[src/rtl/fcu_pkg.sv]
// rtl/fcu_pkg.sv - opcodes, FSM states and target selects for flow_control_unit
package fcu_pkg;

    localparam logic [4:0] OP_NOP    = 5'b00000;
    localparam logic [4:0] OP_JMP    = 5'b00001;
    localparam logic [4:0] OP_JMPC   = 5'b00101;
    localparam logic [4:0] OP_GTP    = 5'b01000;
    localparam logic [4:0] OP_JMPI   = 5'b01001;
    localparam logic [4:0] OP_JMPFI  = 5'b01010;
    localparam logic [4:0] OP_JMPBI  = 5'b01011;
    localparam logic [4:0] OP_JMPCI  = 5'b01101;
    localparam logic [4:0] OP_JMPCFI = 5'b01110;
    localparam logic [4:0] OP_JMPCBI = 5'b01111;
    localparam logic [4:0] OP_CALL   = 5'b10000;
    localparam logic [4:0] OP_CALLI  = 5'b10001;
    localparam logic [4:0] OP_RET    = 5'b10010;
    localparam logic [4:0] OP_WAIT   = 5'b10011;
    localparam logic [4:0] OP_HALT   = 5'b11000;
    localparam logic [4:0] OP_SYS    = 5'b11110;
    localparam logic [4:0] OP_SYSI   = 5'b11111;

    typedef enum logic [1:0] {
        RUN,
        WAIT,
        HALT
    } fcu_state_e;

    typedef enum logic [2:0] {
        ABS_REG,
        ABS_IMM,
        FWD,
        BACK,
        HERE,
        RAS
    } fcu_tgt_e;

endpackage

[src/rtl/return_addr_stack.sv]
// rtl/return_addr_stack.sv - return-address stack; FCU_RAS_OVF_TRAP_EN selects trap-on-full vs circular overwrite
module return_addr_stack #(
    parameter int PC_W  = 16,
    parameter int DEPTH = 8
) (
    input  logic                     clk,
    input  logic                     rst,
    input  logic                     push,
    input  logic                     pop,
    input  logic [PC_W-1:0]          push_data,
    output logic [PC_W-1:0]          pop_data,
    output logic [$clog2(DEPTH):0]   count,
    output logic                     empty,
    output logic                     overflow,
    output logic                     underflow,
    output logic                     push_blocked
);

    localparam int PTR_W = $clog2(DEPTH);
    localparam int CNT_W = PTR_W + 1;

    logic [PC_W-1:0]  mem [DEPTH];
    logic [PTR_W-1:0] wr_ptr;
    logic [PTR_W-1:0] rd_ptr;
    logic             full;
    logic             do_push;
    logic             do_pop;

    assign rd_ptr    = wr_ptr - PTR_W'(1);
    assign pop_data  = mem[rd_ptr];
    assign full      = (count == CNT_W'(DEPTH));
    assign empty     = (count == '0);
    assign overflow  = push & full;
    assign underflow = pop & empty;

`ifdef FCU_RAS_OVF_TRAP_EN
    assign push_blocked = push & full;
`else
    assign push_blocked = 1'b0;
`endif

    assign do_push = push & ~push_blocked;
    assign do_pop  = pop & ~empty;

    // Storage write; with a full circular stack the write lands on the oldest slot
    always_ff @(posedge clk) begin
        if (do_push) begin
            mem[wr_ptr] <= push_data;
        end
    end

    // Pointer and occupancy; count saturates at DEPTH when overwriting
    always_ff @(posedge clk) begin
        if (rst) begin
            wr_ptr <= '0;
            count  <= '0;
        end else if (do_push) begin
            wr_ptr <= wr_ptr + PTR_W'(1);
            if (!full) begin
                count <= count + CNT_W'(1);
            end
        end else if (do_pop) begin
            wr_ptr <= rd_ptr;
            count  <= count - CNT_W'(1);
        end
    end

endmodule

[src/rtl/flow_control_unit.sv]
// rtl/flow_control_unit.sv - control-flow decode, target mux, RUN/WAIT/HALT FSM; FCU_RAS_OVF_TRAP_EN enables overflow trap
module flow_control_unit
    import fcu_pkg::*;
#(
    parameter int PC_W      = 16,
    parameter int DATA_W    = 32,
    parameter int RAS_DEPTH = 8
) (
    input  logic                         clk,
    input  logic                         rst,
    input  logic                         instr_valid,
    input  logic                         enb,
    input  logic [DATA_W-1:0]            instr,
    input  logic [DATA_W-1:0]            f_reg,
    input  logic [DATA_W-1:0]            t_reg,
    input  logic [23:0]                  imm,
    input  logic [PC_W-1:0]              pc,
    input  logic                         wake,
    input  logic                         err_clr,
    output logic                         redirect_valid,
    output logic [PC_W-1:0]              redirect_pc,
    output logic                         stall,
    output logic                         halted,
    output logic                         sys_valid,
    output logic [23:0]                  sys_code,
    output logic                         kernel_valid,
    output logic [$clog2(RAS_DEPTH):0]   ras_count,
    output logic                         ras_ovf,
    output logic                         ras_unf,
    output logic                         trap_valid
);

    fcu_state_e       state;
    fcu_state_e       state_next;
    fcu_tgt_e         tgt_sel;
    logic [4:0]       opcode;
    logic             accept;
    logic             cond_ok;
    logic             do_redirect;
    logic             do_sys;
    logic             do_kernel;
    logic             go_wait;
    logic             go_halt;
    logic [23:0]      sys_next;
    logic [PC_W-1:0]  imm_ext;
    logic [PC_W-1:0]  target;
    logic             ras_push;
    logic             ras_pop;
    logic [PC_W-1:0]  ras_pop_data;
    logic             ras_empty;
    logic             ras_overflow;
    logic             ras_underflow;
    logic             ras_push_blocked;
    logic             unused_bits;

    assign opcode      = instr[28:24];
    assign accept      = instr_valid & enb & (state == RUN);
    assign cond_ok     = (t_reg != '0);
    assign imm_ext     = PC_W'(imm[15:0]);
    assign unused_bits = ^{instr, f_reg};

    return_addr_stack #(
        .PC_W  (PC_W),
        .DEPTH (RAS_DEPTH)
    ) u_ras (
        .clk          (clk),
        .rst          (rst),
        .push         (ras_push),
        .pop          (ras_pop),
        .push_data    (pc + PC_W'(1)),
        .pop_data     (ras_pop_data),
        .count        (ras_count),
        .empty        (ras_empty),
        .overflow     (ras_overflow),
        .underflow    (ras_underflow),
        .push_blocked (ras_push_blocked)
    );

    // Opcode decode; nothing fires unless the instruction is accepted
    always_comb begin
        tgt_sel     = HERE;
        do_redirect = 1'b0;
        do_sys      = 1'b0;
        do_kernel   = 1'b0;
        go_wait     = 1'b0;
        go_halt     = 1'b0;
        ras_push    = 1'b0;
        ras_pop     = 1'b0;
        sys_next    = imm;
        if (accept) begin
            case (opcode)
                OP_JMP:    begin tgt_sel = ABS_REG; do_redirect = 1'b1;    end
                OP_JMPI:   begin tgt_sel = ABS_IMM; do_redirect = 1'b1;    end
                OP_JMPFI:  begin tgt_sel = FWD;     do_redirect = 1'b1;    end
                OP_JMPBI:  begin tgt_sel = BACK;    do_redirect = 1'b1;    end
                OP_JMPC:   begin tgt_sel = ABS_REG; do_redirect = cond_ok; end
                OP_JMPCI:  begin tgt_sel = ABS_IMM; do_redirect = cond_ok; end
                OP_JMPCFI: begin tgt_sel = FWD;     do_redirect = cond_ok; end
                OP_JMPCBI: begin tgt_sel = BACK;    do_redirect = cond_ok; end
                OP_CALL: begin
                    tgt_sel     = ABS_REG;
                    ras_push    = 1'b1;
                    do_redirect = ~ras_push_blocked;
                end
                OP_CALLI: begin
                    tgt_sel     = ABS_IMM;
                    ras_push    = 1'b1;
                    do_redirect = ~ras_push_blocked;
                end
                OP_RET: begin
                    tgt_sel     = RAS;
                    ras_pop     = 1'b1;
                    do_redirect = ~ras_empty;
                end
                OP_WAIT: go_wait = 1'b1;
                OP_HALT: begin
                    tgt_sel     = HERE;
                    do_redirect = 1'b1;
                    go_halt     = 1'b1;
                end
                OP_SYS:  do_sys = 1'b1;
                OP_SYSI: begin
                    do_sys   = 1'b1;
                    sys_next = f_reg[23:0];
                end
                OP_GTP:  do_kernel = 1'b1;
                default: ;
            endcase
        end
    end

    // Redirect target mux, all arithmetic wraps at PC_W bits
    always_comb begin
        target = pc;
        case (tgt_sel)
            ABS_REG: target = f_reg[PC_W-1:0];
            ABS_IMM: target = imm_ext;
            FWD:     target = pc + imm_ext;
            BACK:    target = pc - imm_ext;
            RAS:     target = ras_pop_data;
            default: target = pc;
        endcase
    end

    // FSM state register
    always_ff @(posedge clk) begin
        if (rst) begin
            state <= RUN;
        end else begin
            state <= state_next;
        end
    end

    // FSM next state; wake only counts once already in WAIT
    always_comb begin
        state_next = state;
        case (state)
            RUN: begin
                if (go_halt) begin
                    state_next = HALT;
                end else if (go_wait) begin
                    state_next = WAIT;
                end
            end
            WAIT: begin
                if (wake) begin
                    state_next = RUN;
                end
            end
            HALT:    state_next = HALT;
            default: state_next = RUN;
        endcase
    end

    // Registered outputs: one-cycle pulses, held redirect/sys values, sticky errors
    always_ff @(posedge clk) begin
        if (rst) begin
            redirect_valid <= 1'b0;
            redirect_pc    <= '0;
            stall          <= 1'b0;
            halted         <= 1'b0;
            sys_valid      <= 1'b0;
            sys_code       <= '0;
            kernel_valid   <= 1'b0;
            ras_ovf        <= 1'b0;
            ras_unf        <= 1'b0;
            trap_valid     <= 1'b0;
        end else begin
            redirect_valid <= do_redirect;
            if (do_redirect) begin
                redirect_pc <= target;
            end
            stall     <= (state_next != RUN);
            halted    <= (state_next == HALT);
            sys_valid <= do_sys;
            if (do_sys) begin
                sys_code <= sys_next;
            end
            kernel_valid <= do_kernel;
            trap_valid   <= ras_push_blocked;
            if (ras_overflow) begin
                ras_ovf <= 1'b1;
            end else if (err_clr) begin
                ras_ovf <= 1'b0;
            end
            if (ras_underflow) begin
                ras_unf <= 1'b1;
            end else if (err_clr) begin
                ras_unf <= 1'b0;
            end
        end
    end

endmodule

[config.mk]
export PLATFORM = sky130hd
export DESIGN_NAME = flow_control_unit
export DESIGN_NICKNAME = d
export VERILOG_FILES = /design/src/rtl/fcu_pkg.sv /design/src/rtl/return_addr_stack.sv /design/src/rtl/flow_control_unit.sv
export SDC_FILE = /design/constraint.sdc
export NUM_CORES = 1
export LEC_CHECK = 0
export BUFFER_PORTS_ARGS = -buffer_cell sky130_fd_sc_hd__buf_2
export CORE_MARGIN = 2
export CORE_UTILIZATION = 60
export CTS_BUF_LIST = sky130_fd_sc_hd__clkbuf_16
export DETAILED_ROUTE_END_ITERATION = 8
export MAX_ROUTING_LAYER = met4
export PLACE_DENSITY = 0.86
export SETUP_SLACK_MARGIN = 0.2
export SYNTH_ARGS = -nofsm -noshare
export SYNTH_HDL_FRONTEND = slang
export SYNTH_HIERARCHICAL = 1
export SYNTH_SLANG_ARGS = --single-unit
[constraint.sdc]
create_clock -name clk -period 6.32 [get_ports clk]
set_input_delay 1.264 -clock clk [delete_from_list [all_inputs] [get_ports clk]]
set_output_delay 1.264 -clock clk [all_outputs]
set_load 0.01 [all_outputs]
-- Yosys cells after proc, flatten, opt, wreduce, memory -nomap -nowiden
Memory sizes are Yosys's and may differ from the RTL's.
Cells that the tools add are included.
- output and inout port bits: 52
- bits in writable memories: 128
- memories kept: 1
- word-level logic and storage cells: 102
- input port bits: 142
- register bits after elaboration: 56
- equality and inequality tests: 25
- mux-type cells: 32
- add/subtract/negate cells: 7
- reduce and logical (&&, ||, !) cells: 18
- bitwise logic cells: 7
- memories (name ; words ; bits a word ; read ports ; clocked after Yosys merged registers in ; write ports ; RTL line ; RTL):
    u_ras.mem ; 8 ; 16 ; 1 ; 0 ; 1 ; return_addr_stack.sv:22 ; logic [PC_W-1:0] mem [DEPTH];
- operator list (cell ; count):
    16-bit one-hot mux with 5 select lines ; 1
    24-bit two-way mux ; 2
    5-bit by 4-bit == test with 1-bit output (second input constant) ; 7
    5-bit == test (second input constant) ; 7
    32-bit nonzero test ; 1
    1-bit two-way mux ; 17
    16-bit by 1-bit adder with 16-bit output (second input constant) ; 1
    16-bit adder ; 1
    16-bit subtractor ; 1
    3-bit one-hot mux with 5 select lines ; 1
    4-bit two-way mux ; 3
    2-bit OR reduction ; 5
    3-bit two-way mux ; 3
    2-bit nonzero test ; 4
    7-bit OR reduction ; 1
    3-bit by 2-bit == test with 1-bit output (second input constant) ; 2
    2-bit two-way mux ; 3
    2-bit one-hot mux with 3 select lines ; 1
    3-bit OR reduction ; 2
    1-bit bitwise AND ; 5
    5-bit by 1-bit == test with 1-bit output (second input constant) ; 1
    5-bit by 3-bit == test with 1-bit output (second input constant) ; 1
    4-bit by 1-bit adder with 4-bit output (second input constant) ; 1
    2-bit == test (second input constant) ; 2
    other kinds (15) ; 16

-- Longest topological paths before layout
Gate-level depths: netlist (run 1).
- depth in word-level cells: 7
- mapped depth: 13
- depth with buffers taken out: 13

-- By module
The synthesis (run 1) kept the hierarchy.
- by module, submodules not included (module ; instances ; cells an instance ; area an instance (µm²)):
    return_addr_stack ; 1 ; 255 ; 5391.4
    flow_control_unit ; 1 ; 487 ; 3931.3

-- Worst setup path after synthesis (run 1)
Ideal clock, no wire load.
- kind: input to register
- start: in enb
- end: reg redirect_pc[13]
- required time: 6.190 ns
- stages: 11
- data arrival time: 4.243 ns
- library setup time: 0.130 ns
- slack: 1.947 ns
- path through: nor4bb_1 nand4_1 a21oi_1 ha_1 nor2b_1 o2111a_1 or3_1 and4b_1 or4_1 a31oi_1 o41ai_1
- word-level cells in the longest chain between the ends: 5
- elaborated cells between the ends (all ways): 10
- classes of those cells: 4 x eq/ne; 3 x mux; 2 x bitwise; 1 x reduce/logical
- RTL lines (item ; RTL line ; RTL):
    start: declaration ; flow_control_unit.sv:12 ; input logic enb,
    1-bit bitwise AND (*) (2 in a row) ; flow_control_unit.sv:57 ; assign accept = instr_valid & enb & (state == RUN);
    3-bit two-way mux ; flow_control_unit.sv:90 ; if (accept) begin
    3-bit == test, or another cell as far along ; flow_control_unit.sv:135 ; case (tgt_sel)
    16-bit one-hot mux with 5 select lines ; flow_control_unit.sv:135 ;
    end signal: assignment ; flow_control_unit.sv:191 ; redirect_pc <= target;
    end: declaration ; flow_control_unit.sv:21 ; output logic [PC_W-1:0] redirect_pc,
Mark *: on every way between the ends. The rest lies on a longest branch, timed or not.
A chain may end at the register's enable or synchronous reset.

-- Worst setup path after layout (run 1)
- start: in instr[24]
- end: reg redirect_pc[15]
- word-level cells in the longest chain between the ends: 6
- elaborated cells between the ends (all ways): 28
- classes of those cells: 16 x eq/ne; 5 x mux; 7 x reduce/logical
- RTL lines (item ; RTL line ; RTL):
    start: declaration ; flow_control_unit.sv:13 ; input logic [DATA_W-1:0] instr,
    5-bit == test, or another cell as far along ; flow_control_unit.sv:91 ; case (opcode)
    3-bit OR reduction (no line) / 2-bit OR reduction (equally long branches) ; n/a ;
    3-bit one-hot mux with 5 select lines ; flow_control_unit.sv:91 ;
    3-bit two-way mux ; flow_control_unit.sv:90 ;
    3-bit == test, or another cell as far along ; flow_control_unit.sv:135 ;
    16-bit one-hot mux with 5 select lines ; flow_control_unit.sv:135 ;
Parallel ways exist; a longest one is shown, timed or not.

==> results_dict.tcl, run 1 <==
set metrics [dict create \
    cts_tree "done" \
    syn_nets 907 \
    ys_async_sr_fraction_pct 0 \
    synth-main-ff-cell "edfxtp_1" \
    grt_pass1_vias 6799 \
    critical_path_class "primary input to flop" \
    cts-htree-levels 4 \
    grt_max_degree 58 \
    layout_min_cycle_time_ns 4.85 \
    firstDrtPassIters 6 \
    cp-end-kind "flop" \
    clk_path_buf_depth 2 \
    required_ns 6.70 \
    synth-seq-cells 185 \
    p_per_area_nw_per_um2 252 \
    hold_path.class "flop to flop" \
    post-route-util_pct 71.8 \
    fin_worst_skew_ns 0.00832 \
    fp.dieH_um 129 \
    synth_edf_count 128 \
    io_buffers 158 \
    core_um2 15200 \
    yosysSeqAreaShare_pct 53.5 \
    area_growth_pct 17.1 \
    worst_hold_path.num_cells 2 \
    routed_wl_mm 23.6 \
    cts_root_buf "clkbuf_16" \
    die-area_um2 16600 \
    register_area_um2 4990 \
    slew_violations 0 \
    yosys_warnings 6 \
    drc 0 \
    via_per_inst 6.34 \
    synthDistinctLibCells 72 \
    n_fill_cell 986 \
    dieWidth_um 129 \
    post_cts_buffers 0 \
    avgSynthCellArea_um2 12.6 \
    insertion_delay_ns 0.44 \
    num_rows 45 \
    tns_ns 0 \
    worstRegToRegCells 14 \
    io_pins 194 \
    rsz0062_at_grt "no" \
    grt-ovfl-total 0 \
    start_kind "primary input" \
    vdd_drop_max_mv 0.217 \
    worst_pin_slew_ns 1.11 \
    path_clk_slew_ns 0.07 \
    setup_viol 0 \
    crit_arrival_ns 5.23 \
    vias 6924 \
    initial_utilization_pct 61.3 \
    cts_sinks 185 \
    cap_violations 0 \
    status "complete, no violations" \
    ant_nets 0 \
    antenna_found_initial 1 \
    hold_buffers 0 \
    max_freq_mhz 206 \
    leakage_uw 0.00412 \
    drt_iter0_markers 576 \
    netlist_area_um2 9320 \
    drive_gt1_share_pct 29.9 \
    synth_cells 742 \
    fin_crit_sh_pct 76.8 \
    wire_per_inst_um 21.6 \
    hold_viol_final 0 \
    hpwl_mm 15.7 \
    cts_resized 0 \
    path_max_fanout 33 \
    grt_pass1_wl_mm 36.3 \
    multi_input_area_um2 4110 \
    slew_headroom_pct 25.9 \
    routabilityCongestion 0.921 \
    numCtsBuffers 17 \
    fin_nets 1055 \
    grt_usage_pct 30.1 \
]
[registers in the layout, summed over array words and instances (netlist names)]
| signal | flops |
|---|---|
| trap_valid | 1 |
| ras_unf | 1 |
| u_ras/count | 4 |
| ras_ovf | 1 |
| sys_code | 24 |
| redirect_pc | 16 |
| kernel_valid | 1 |
| state | 2 |
| stall | 1 |
| redirect_valid | 1 |
| halted | 1 |
| u_ras/wr_ptr | 3 |
| sys_valid | 1 |
| u_ras/mem | 128 |
[worst paths after layout]
| check | from | end | slack, ns |
|---|---|---|---|
| worst max-delay path | instr[24] | redirect_pc[15] | 1.47 |
| worst min-delay path | redirect_pc[6] | redirect_pc[6] | 0.47 |
| worst min register to register | redirect_pc[6] | redirect_pc[6] | 0.47 |
| worst max register to register | state[1] | redirect_pc[15] | 2.10 |
[stage by stage]
stage	setup WS, ns	hold WS, ns	total power (µW)	std cells	instance area [µm²]
detailed placement	1.13	0.457	1590	1059	10300
floorplan	1.95	0.444	1490	742	9320
CTS	1.60	0.468	2750	1091	10900
global placement	1.17	0.437	1590	1059	10300
finish	1.47	0.472	2750	1092	10900
global route	1.20	0.500	2830	1092	10900
[cell usage after synthesis (all sizes together), types with 18 or more instances]
cell type,count,area share [%]
nand2,41,1.7
mux2i,29,3.1
nor2,69,2.8
xnor2,25,2.4
mux4,33,8.0
clkbuf,18,0.72
edfxtp,128,41
a211oi,28,2.3
dfxtp,57,12
buf,21,1.6
ha,21,2.8
a21oi,33,1.8
[per-layer routing]
metal / part of all wire (%) / global-route usage [%] / wire length [µm] / up-vias
met5: 0 / - / 0 / -
met4: 3.1 / 13.4 / 719 / 0
met3: 8.6 / 6.32 / 2030 / 67
met2: 48 / 48.2 / 11400 / 360
met1: 40 / 37.2 / 9400 / 3337
li1: - / - / - / 3160
[worst max-delay path, cell delays in order]
cell and delay (ns):
buf_2 0.67, nand4_1 0.58, a21oi_1 0.40, ha_1 0.28, nor2b_1 0.15, o2111a_1 0.27, or3_1 0.42, a311oi_1 0.58
nor4b_1 0.11, o311a_1 0.38, nor2_1 0.10
[cell families (layout without fill, tap and decap cells)]
logic type | Yosys count | after routing | share of synthesized area [%]
fa+ha+maj | 23 | 23 | 3.25
compound gates | 145 | 145 | 11.5
other cells | 1 | 2 | 0.0402
mux | 79 | 79 | 13.2
xor+xnor | 42 | 42 | 4.11
simple gates | 212 | 212 | 11.5
buf+inv | 55 | 216 | 2.95
flops | 185 | 185 | 53.5
[cell usage in the layout, fill, tap and decap left out, types with 12 or more instances in the layout]
cell and instances:
a211oi_1 28, a21oi_1 32, a22oi_1 17, buf_2 158, clkbuf_16 17, dfxtp_1 56, edfxtp_1 128, ha_1 21
inv_1 19, mux2_2 17, mux2i_1 29, mux4_2 32, nand2_1 41, nor2_1 63, nor2b_1 14, nor3_1 15
o21ai_0 12, xnor2_1 24, xor2_1 16
[power breakdown]
part	total (µW)	internal [µW]	switching (µW)
Clock	1180	736	441
Sequential	1310	1300	3.67
Combinational	267	110	157
Total	2750	2150	602
[layout make-up]
| class | count | share of cell area [%] |
|---|---|---|
| antenna | 1 | 0.0229 |
| inverter | 16 | 0.550 |
| sequential | 185 | 45.7 |
| tap | 188 | 2.16 |
| timing repair buffer | 168 | 7.93 |
| clock buffer | 17 | 3.90 |
| clock inverter | 15 | 2.13 |
| multi-input combinational | 502 | 37.6 |
Note: power is estimated with default switching activity, not from simulation.
==> inputs of run 2 (changes only) <==
--- a/config.mk
+++ b/config.mk
@@ -7,11 +7,11 @@
 export LEC_CHECK = 0
 export BUFFER_PORTS_ARGS = -buffer_cell sky130_fd_sc_hd__buf_2
 export CORE_MARGIN = 2
-export CORE_UTILIZATION = 60
+export CORE_UTILIZATION = 55
 export CTS_BUF_LIST = sky130_fd_sc_hd__clkbuf_16
 export DETAILED_ROUTE_END_ITERATION = 8
 export MAX_ROUTING_LAYER = met4
-export PLACE_DENSITY = 0.86
+export PLACE_DENSITY = 0.8
 export SETUP_SLACK_MARGIN = 0.2
 export SYNTH_ARGS = -nofsm -noshare
 export SYNTH_HDL_FRONTEND = slang
==> constraint.sdc (replaced) <==
create_clock -name clk -period 4.91 [get_ports clk]
set_input_delay 0.982 -clock clk [delete_from_list [all_inputs] [get_ports clk]]
set_output_delay 0.982 -clock clk [all_outputs]
set_load 0.01 [all_outputs]
==> results_dict.tcl, run 2 (synthesized netlist as in run 1, its figures left out) <==
set metrics [dict create \
    routed_wl_mm 23.3 \
    io_pins 194 \
    ant_nets 0 \
    worst_hold_path.num_cells 2 \
    cts_tree "done" \
    fin_crit_sh_pct 88.4 \
    hold_buffers 0 \
    fin_nets 1067 \
    initial_utilization_pct 56.2 \
    num_rows 47 \
    vias 6878 \
    fp.dieH_um 134 \
    numCtsBuffers 17 \
    r2r_slack_ns 0.85 \
    worstRegToRegCells 13 \
    fin_cells 1138 \
    grt_usage_pct 26.9 \
    layout_min_cycle_time_ns 4.34 \
    grt_max_degree 38 \
    largestRegisters "u_ras/mem: 128 flops, sys_code: 24 flops, redirect_pc: 16 flops" \
    routabilityCongestion 0.916 \
    firstDrtPassIters 5 \
    core_um2 16600 \
    final_cell_mix "buf_2, edfxtp_1, nor2_1" \
    insertion_delay_ns 0.44 \
    cts-htree-levels 4 \
    post_cts_buffers 0 \
    p_per_area_nw_per_um2 310 \
    cap_violations 0 \
    hpwl_mm 15.8 \
    cts_root_buf "clkbuf_16" \
    rsz0062_at_grt "no" \
    slew_headroom_pct 45.9 \
    drt_iter0_markers 718 \
    final_common_cell "buf_2" \
    drive_gt1_share_pct 30.7 \
    tns_ns 0 \
    io_buffers 158 \
    setup_viol 0 \
    clk_path_buf_depth 2 \
    rr_startpoint "state[1]" \
    design_power_total_uw 3400 \
    grt-ovfl-total 0 \
    min_from "redirect_pc[3]" \
    required_ns 5.29 \
    leakage_uw 0.00416 \
    crit_arrival_ns 4.72 \
    whs_endpoint "redirect_pc[3]" \
    hold_path.class "flop to flop" \
    antenna_found_initial 2 \
    die-area_um2 18000 \
    path_clk_slew_ns 0.07 \
    hold_viol_final 0 \
    cts_resized 0 \
    start_kind "primary input" \
    reg2reg_to "redirect_pc[15]" \
    critical_path_class "primary input to flop" \
    status "complete, no violations" \
    max_freq_mhz 230 \
    grt_pass1_vias 6716 \
    worst_pin_slew_ns 0.811 \
    path_max_fanout 6 \
    slew_violations 0 \
    n_fill_cell 1195 \
    dieWidth_um 134 \
    vdd_drop_max_mv 0.261 \
    fin_worst_skew_ns 0.00765 \
    cts_sinks 185 \
    grt_pass1_wl_mm 35.9 \
    drc 0 \
    cp-end-kind "flop" \
    post-route-util_pct 66.2 \
    regMostFlops "u_ras/mem" \
    via_per_inst 6.04 \
    largest_reg_flops 128 \
    area_growth_pct 17.8 \
    wire_per_inst_um 20.4 \
    placed_cells 1103 \
]
==> run 2: cell types whose count changed in the layout (fill, tap and decap cells not counted), sizes merged <==
cell and change:
clkinv +2, diode +2, buf +12, bufinv -6
inv +4
==> run 2: area by class of cell <==
class	instances	area, µm²	area share [%]
Timing Repair Buffer	180	956	8.71
Sequential cell	185	4990	45.4
Antenna cell	3	7.51	0.0684
Clock inverter	15	190	1.73
Multi-Input combinational cell	502	4080	37.1
Clock buffer	17	425	3.88
Inverter	16	60.1	0.547
Tap cell	220	275	2.51
==> run 2: worst max-delay path by stage <==
| stage | startpoint | endpoint | slack [ns] | cells after the start |
|---|---|---|---|---|
| 2_1_floorplan | enb | redirect_pc[13] | 0.82 | 11 |
| 3_3_place_gp | enb | redirect_pc[15] | 0.35 | 14 |
| 3_5_place_dp | enb | redirect_pc[15] | 0.30 | 14 |
| 4_1_cts | enb | redirect_pc[15] | 0.68 | 14 |
| 5_1_grt | enb | redirect_pc[15] | 0.25 | 14 |
| 6_report | enb | redirect_pc[15] | 0.57 | 14 |
==> run 2: worst max-delay path, stage by stage <==
cell	delay (ns)
buf_2	0.08
nor4bb_1	0.55
nand3_1	0.19
nor2_1	0.38
a31oi_1	0.12
xnor2_1	0.16
ha_1	0.31
o21ai_0	0.27
o21ai_0	0.22
a21o_1	0.25
a311oi_1	0.62
nor4b_1	0.11
o311a_1	0.38
nor2_1	0.09
==> run 2: routing by layer <==
metal	GRT usage [%]	wire length, µm
met5	-	0
met4	11.1	874
met3	4.57	1610
met2	43.5	11300
met1	34.1	9510
==> run 2: where the power goes <==
group | internal (µW) | switching (µW) | total [µW]
sequential | 1680 | 4.09 | 1680
clock | 698 | 683 | 1380
combinational | 142 | 200 | 341
total | 2520 | 887 | 3400
==> run 2: per-stage QoR <==
step,cell area (µm²),hold WS (ns),setup slack (ns)
2_1_floorplan,9320,0.444,0.819
3_3_place_gp,10400,0.438,0.353
3_5_place_dp,10400,0.445,0.301
4_1_cts,11000,0.458,0.678
5_1_grt,11000,0.476,0.247
6_report,11000,0.459,0.567
